==> config.mk <==
export PLATFORM = sky130hd
export DESIGN_NAME = alu_issue
export DESIGN_NICKNAME = d
export VERILOG_FILES = /design/src/rtl/alu_pkg.sv /design/src/rtl/alu_core.sv /design/src/rtl/alu_issue.sv
export SDC_FILE = /design/constraint.sdc
export NUM_CORES = 1
export LEC_CHECK = 0
export ABC_AREA = 0
export CAP_MARGIN = 20
export CELL_PAD_IN_SITES_DETAIL_PLACEMENT = 0
export CELL_PAD_IN_SITES_GLOBAL_PLACEMENT = 1
export CORE_ASPECT_RATIO = 0.6
export CORE_MARGIN = 4
export CORE_UTILIZATION = 40
export DETAILED_ROUTE_END_ITERATION = 8
export MAX_ROUTING_LAYER = met4
export PLACE_DENSITY_LB_ADDON = 0.1
export SYNTH_ARGS = -nofsm -noshare
export SYNTH_HDL_FRONTEND = slang
export SYNTH_SLANG_ARGS = --single-unit
export TNS_END_PERCENT = 30
==> constraint.sdc <==
create_clock -name i_clk -period 3.29 [get_ports i_clk]
set_input_delay 0.4935 -clock i_clk [delete_from_list [all_inputs] [get_ports i_clk]]
set_output_delay 0.4935 -clock i_clk [all_outputs]
set_load 0.005 [all_outputs]
==> src/rtl/alu_pkg.sv <==
// alu_pkg: shared constants for the ALU issue stage.
//   - opcode encodings (OP_ADD..OP_EQU)
//   - flag bit positions inside the 4-bit flags word {C, V, Z, CMP}
//   - FSM state encodings for the execute stage
package alu_pkg;

  localparam logic [2:0] OP_ADD = 3'b000;
  localparam logic [2:0] OP_SUB = 3'b001;
  localparam logic [2:0] OP_NOT = 3'b010;
  localparam logic [2:0] OP_AND = 3'b011;
  localparam logic [2:0] OP_OR  = 3'b100;
  localparam logic [2:0] OP_XOR = 3'b101;
  localparam logic [2:0] OP_MAX = 3'b110;
  localparam logic [2:0] OP_EQU = 3'b111;

  localparam int unsigned FLG_C   = 3;
  localparam int unsigned FLG_V   = 2;
  localparam int unsigned FLG_Z   = 1;
  localparam int unsigned FLG_CMP = 0;

  localparam logic [1:0] ST_IDLE  = 2'd0;
  localparam logic [1:0] ST_EXEC  = 2'd1;
  localparam logic [1:0] ST_STALL = 2'd2;

endpackage

==> src/rtl/alu_core.sv <==
// alu_core: purely combinational ALU datapath.
//   i_op     opcode (see alu_pkg)
//   i_a/i_b  unsigned operands
//   o_result WIDTH-bit truncated result
//   o_flags  {carry, overflow, zero, cmp}
module alu_core
  import alu_pkg::*;
#(
  parameter int unsigned WIDTH = 4
) (
  input  logic [2:0]       i_op,
  input  logic [WIDTH-1:0] i_a,
  input  logic [WIDTH-1:0] i_b,
  output logic [WIDTH-1:0] o_result,
  output logic [3:0]       o_flags
);

  logic [WIDTH:0]   sum;
  logic [WIDTH-1:0] diff;

  assign sum  = {1'b0, i_a} + {1'b0, i_b};
  assign diff = i_a - i_b;

  always_comb begin
    o_result = '0;
    o_flags  = '0;
    unique case (i_op)
      OP_ADD: begin
        o_result       = sum[WIDTH-1:0];
        o_flags[FLG_C] = sum[WIDTH];
        // Same-sign operands producing a differently-signed result.
        o_flags[FLG_V] = (i_a[WIDTH-1] == i_b[WIDTH-1]) &&
                         (sum[WIDTH-1] != i_a[WIDTH-1]);
      end
      OP_SUB: begin
        o_result       = diff;
        o_flags[FLG_C] = i_a < i_b;
        // Opposite-sign operands where the result sign differs from A.
        o_flags[FLG_V] = (i_a[WIDTH-1] != i_b[WIDTH-1]) &&
                         (diff[WIDTH-1] != i_a[WIDTH-1]);
      end
      OP_NOT: o_result = ~i_a;
      OP_AND: o_result = i_a & i_b;
      OP_OR:  o_result = i_a | i_b;
      OP_XOR: o_result = i_a ^ i_b;
      OP_MAX: begin
        o_result         = (i_a > i_b) ? i_a : i_b;
        o_flags[FLG_CMP] = i_a > i_b;
      end
      OP_EQU: begin
        o_result         = i_a;
        o_flags[FLG_CMP] = i_a == i_b;
      end
      default: o_result = '0;
    endcase
    o_flags[FLG_Z] = (o_result == '0);
  end

endmodule

==> src/rtl/alu_issue.sv <==
// alu_issue: registered issue/result stage around alu_core.
//   i_clk, i_rst          clock, async active-high reset
//   i_valid/o_ready       operation handshake (i_op, i_a, i_b)
//   o_valid/i_ready       result handshake (o_result, o_flags from FIFO head)
//   o_busy                execute register occupied
//   o_count               number of results popped, wraps at 8 bits
module alu_issue
  import alu_pkg::*;
#(
  parameter int unsigned WIDTH      = 4,
  parameter int unsigned FIFO_DEPTH = 2
) (
  input  logic             i_clk,
  input  logic             i_rst,
  input  logic             i_valid,
  output logic             o_ready,
  input  logic [2:0]       i_op,
  input  logic [WIDTH-1:0] i_a,
  input  logic [WIDTH-1:0] i_b,
  output logic             o_valid,
  input  logic             i_ready,
  output logic [WIDTH-1:0] o_result,
  output logic [3:0]       o_flags,
  output logic             o_busy,
  output logic [7:0]       o_count
);

  localparam int unsigned EW = WIDTH + 4;

  logic [1:0]       state_q, state_d;
  logic [2:0]       op_q, op_d;
  logic [WIDTH-1:0] a_q, a_d, b_q, b_d;
  logic [EW-1:0]    mem_q [FIFO_DEPTH];
  logic [EW-1:0]    mem_d [FIFO_DEPTH];
  logic             wr_ptr_q, wr_ptr_d;
  logic             rd_ptr_q, rd_ptr_d;
  logic [1:0]       cnt_q, cnt_d;
  logic [7:0]       count_q, count_d;

  logic [WIDTH-1:0] core_result;
  logic [3:0]       core_flags;
  logic             pop, push, push_ok, accept;
  logic [EW-1:0]    head;

  alu_core #(.WIDTH(WIDTH)) u_core (
    .i_op     (op_q),
    .i_a      (a_q),
    .i_b      (b_q),
    .o_result (core_result),
    .o_flags  (core_flags)
  );

  assign pop     = (cnt_q != 2'd0) && i_ready;
  // A full FIFO still takes a push when its head leaves on the same edge.
  assign push_ok = (cnt_q != 2'd2) || pop;
  assign push    = (state_q != ST_IDLE) && push_ok;
  assign o_ready = (state_q == ST_IDLE) || ((state_q == ST_EXEC) && push_ok);
  assign accept  = i_valid && o_ready;

  always_comb begin
    state_d  = state_q;
    op_d     = op_q;
    a_d      = a_q;
    b_d      = b_q;
    mem_d    = mem_q;
    wr_ptr_d = wr_ptr_q;
    rd_ptr_d = rd_ptr_q;
    cnt_d    = cnt_q;
    count_d  = count_q;

    unique case (state_q)
      ST_IDLE:  if (accept) state_d = ST_EXEC;
      ST_EXEC:  state_d = push ? (accept ? ST_EXEC : ST_IDLE) : ST_STALL;
      ST_STALL: if (push) state_d = ST_IDLE;
      default:  state_d = ST_IDLE;
    endcase

    if (accept) begin
      op_d = i_op;
      a_d  = i_a;
      b_d  = i_b;
    end

    // When full, wr_ptr equals rd_ptr: the new entry overwrites the slot
    // being popped on this same edge and becomes the tail.
    if (push) begin
      mem_d[wr_ptr_q] = {core_result, core_flags};
      wr_ptr_d        = ~wr_ptr_q;
    end

    if (pop) begin
      rd_ptr_d = ~rd_ptr_q;
      count_d  = count_q + 8'd1;
    end

    unique case ({push, pop})
      2'b10:   cnt_d = cnt_q + 2'd1;
      2'b01:   cnt_d = cnt_q - 2'd1;
      default: cnt_d = cnt_q;
    endcase
  end

  always_ff @(posedge i_clk or posedge i_rst) begin
    if (i_rst) begin
      state_q  <= ST_IDLE;
      op_q     <= '0;
      a_q      <= '0;
      b_q      <= '0;
      for (int unsigned i = 0; i < FIFO_DEPTH; i++) mem_q[i] <= '0;
      wr_ptr_q <= 1'b0;
      rd_ptr_q <= 1'b0;
      cnt_q    <= '0;
      count_q  <= '0;
    end else begin
      state_q  <= state_d;
      op_q     <= op_d;
      a_q      <= a_d;
      b_q      <= b_d;
      mem_q    <= mem_d;
      wr_ptr_q <= wr_ptr_d;
      rd_ptr_q <= rd_ptr_d;
      cnt_q    <= cnt_d;
      count_q  <= count_d;
    end
  end

  assign head     = mem_q[rd_ptr_q];
  assign o_valid  = (cnt_q != 2'd0);
  // Outputs read as zero whenever nothing is buffered.
  assign o_result = o_valid ? head[EW-1:4] : '0;
  assign o_flags  = o_valid ? head[3:0] : '0;
  assign o_busy   = (state_q != ST_IDLE);
  assign o_count  = count_q;

endmodule

==> results by group <==
Yosys
  • Synth warnings: 0
  • #FFs+latches synth: 41
  • Adder-Cell Fraction of Synth Area: 8.92%
  • Multiplexer share of the synthesized area: 9.34%
  • XOR/XNOR Fraction of Synth Area: under 10%
  • Synth Cell Area: approximately 0.0024 sq mm
  • Avg Cell Area, Syn: 9.69 sq um
  • Synthesized Nets: 280
  • Distinct cells, synth: 47
  • Post-synth EDFFs: 0
  • Synth Instances: 249
  • Post-synthesis sequential area ratio: a little over two fifths
  • Post-synth ARST share: 100%
  • Compound-gate portion of the synthesized area: ~13%
  • Top FF cell, synth: dfrtp_1
  • Largest family of logic cells by synthesized area: simple AND/OR/NAND/NOR gates
  • Post-synthesis simple-gate area fraction: 15.5%

Drt
  • WL met2: 2050 um
  • Met1 WL: 3160 um
  • Wire per inst: 15.1 um
  • WL final: 5500 um
  • DRC: 0
  • Vias: 1856
  • DRT iter0 DRCs: 112
  • Via/cell ratio: 5.11
  • Drt pass-1 iters: 4
  • Antenna viol nets, final: 0
  • Max layer used: met4
  • Metal3 WL: 267 um

Floorplan
  • Die area: 0.00738 sq mm
  • Initial Util: 42.3%
  • Chip Width: 108 um
  • Ports: 34
  • Die H: 68.2 um
  • Core area: 0.00570 sq mm
  • FP Rows: 21

Cells and area
  • P&R area growth vs syn: 21.7%
  • # diodes: 0
  • Final core utilization: 51.5%
  • Finished Layout Cells: 363
  • Final net count: 313
  • Layout cell share with drive strength beyond 1: under 10%
  • Fillers: 554

Global routing
  • Grt ovf: 0
  • Largest net degree at the start of global routing: 42
  • Vias in the first global route: between 1500 and 2000
  • Tot GR Track Use: 17.1%
  • First-pass GRT wire length: 9320 um
  • Antenna violations before repair: 0

Pwr
  • Cell Pwr Density: approximately 870 mW/mm^2
  • Total power: between 2000 and 3000 uW
  • LEAKAGE: 0.00132 uW
  • Peak supply drop: 428 uV

Critical path
  • CP Max Fanout: 9
  • Delay of the slowest cell on the worst path: 580 ps
  • Critical path cell sequence: inv_1 > ha_1 > or4_4 > o31ai_4 > o32ai_1 > a211oi_1 > a22oi_1 > o41ai_1
  • Critical Path Slowest Stage Cell: or4_4
  • Startpoint types: flop
  • Worst setup EP type: flop
  • Critical Path RT: 3460 ps
  • Critical Path AT: 2950 ps
  • Critical setup path kind: flop to flop

Clock network
  • CTS Root Cell: clkbuf_8
  • # Post-CTS Setup Buffers: 0
  • CTS Hold Bufs: 0
  • CTS sink count: 41
  • TritonCTS buffer count: 5
  • Worst skew pair latency: 290 ps
  • Max H-tree Level: 2
  • Clk slew on worst S/H paths: about 80 ps
  • CTS tree: built
  • Post_cts resized: 0
  • Clock Path Buffers: 2

Placement
  • Post-place setup slack: 562 ps
  • Placed insts: 355
  • IO Port Bufs: 33
  • Routability Congestion: 0.916
  • HPWL after detailed placement: about 4200 um

Run
  • Total of max-cap violations: 0

STA
  • Fin. Hold Viols: 0
  • Worst setup margin: between 500 and 600 ps
  • Min Tclk post-route: 2770 ps
  • RSZ-0062 raised after global routing: no
  • Slew @ Worst Pin: 747 ps
  • Worst Skew: 9.67 ps
  • Fmax: around 360 MHz
  • Setup TNS: 0 ps
  • Slew HR: 50.0%
  • Setup violations, final: 0
  • Tcrit/Tclk final: 84.3%
  • Max Slew Vio Count: 0

Run status
  • Status: finished clean

Worst hold path
  • Hold/Removal Path Class: flop to flop
==> logic make-up after synthesis <==
| logic type | after synthesis |
|---|---|
| AOI/OAI and AO/OA | 46 |
| xor gates and xnor gates | 17 |
| adders and majority gates | 16 |
| buffers and inverters | 25 |
| DFF | 41 |
| muxes | 21 |
| and+or+nand+nor | 83 |
==> critical path, delay by kind of cell, from the launching register on <==
family	cells	cell delay [ps]
compound gates	5	1070
fa+ha+maj	1	440
buf+inv	1	130
flops	1	430
simple gates	1	580
==> path summary, 6_finish.rpt <==
kind | end | start | slack, ps | cells past startpoint
hold reg to reg | o_count[7] | o_count[7] | 470 | 1
hold / removal | o_count[7] | o_count[7] | 470 | 1
setup / recovery | mem_q[9] | a_q[3] | 520 | 8
min in group asynchronous | o_count[1] | i_rst | 640 | 3
setup reg to reg | mem_q[9] | a_q[3] | 520 | 8
max in group asynchronous | mem_q[11] | i_rst | 2270 | 3
==> state kept, by name (all words and copies together) (netlist names) <==
signal / flops
b_q: 4
op_q: 3
cnt_q: 2
wr_ptr_q: 1
state_q: 2
o_count: 8
mem_q: 16
a_q: 4
rd_ptr_q: 1
==> stage by stage <==
step	cell area, sq um	hold slack, ps
global placement	2820	460
detailed placement	2820	462
finish	2940	471
CTS	2940	477
floorplan	2410	443
global route	2940	496
==> cell usage after synthesis (4+ instances only) <==
master,number,share of area (%)
dfrtp_1,41,43
nand2_1,40,6.2
nor2_1,18,2.8
ha_1,14,7.3
inv_1,11,1.7
o21ai_1,10,2.1
xnor2_1,10,3.6
mux2_2,9,4.2
mux2i_1,9,3.7
o21ai_0,8,1.7
clkbuf_1,7,1.1
xor2_1,7,2.5
nand3_1,6,1.2
a21oi_1,5,1.0
inv_2,4,0.62
==> final cells by class <==
class	count	area (sq um)	area share (%)
sequential	41	1030	34.9
tap	80	100	3.41
clock buffer	7	86.3	2.94
multi-input combinational	183	1280	43.8
inverter	15	56.3	1.92
clock inverter	1	30.0	1.02
timing repair buffer	36	353	12.0
==> per-layer routing <==
layer / vias to the layer above / track usage [%]
li1: 927 / -
met3: 2 / 4.24
met5: - / -
met2: 38 / 22.4
met4: 0 / 2.83
met1: 889 / 26.4
==> cell usage in the layout (no fill, tap or decap), types with 5 or more instances in the layout <==
cell and count:
dfrtp_1 41, nand2_1 40, clkdlybuf4s50_1 33, nor2_1 18, ha_1 14, inv_1 11
xnor2_1 10, o21ai_1 10, mux2_2 9, mux2i_1 9, o21ai_0 8, xor2_1 7
nand3_1 6, clkbuf_8 6, a21oi_1 5
==> where the power goes <==
group	total [uW]	switching (uW)	internal (uW)
clock network	421	173	248
logic	1210	585	621
registers	915	222	693
Note: power is estimated with default switching activity, not from simulation.
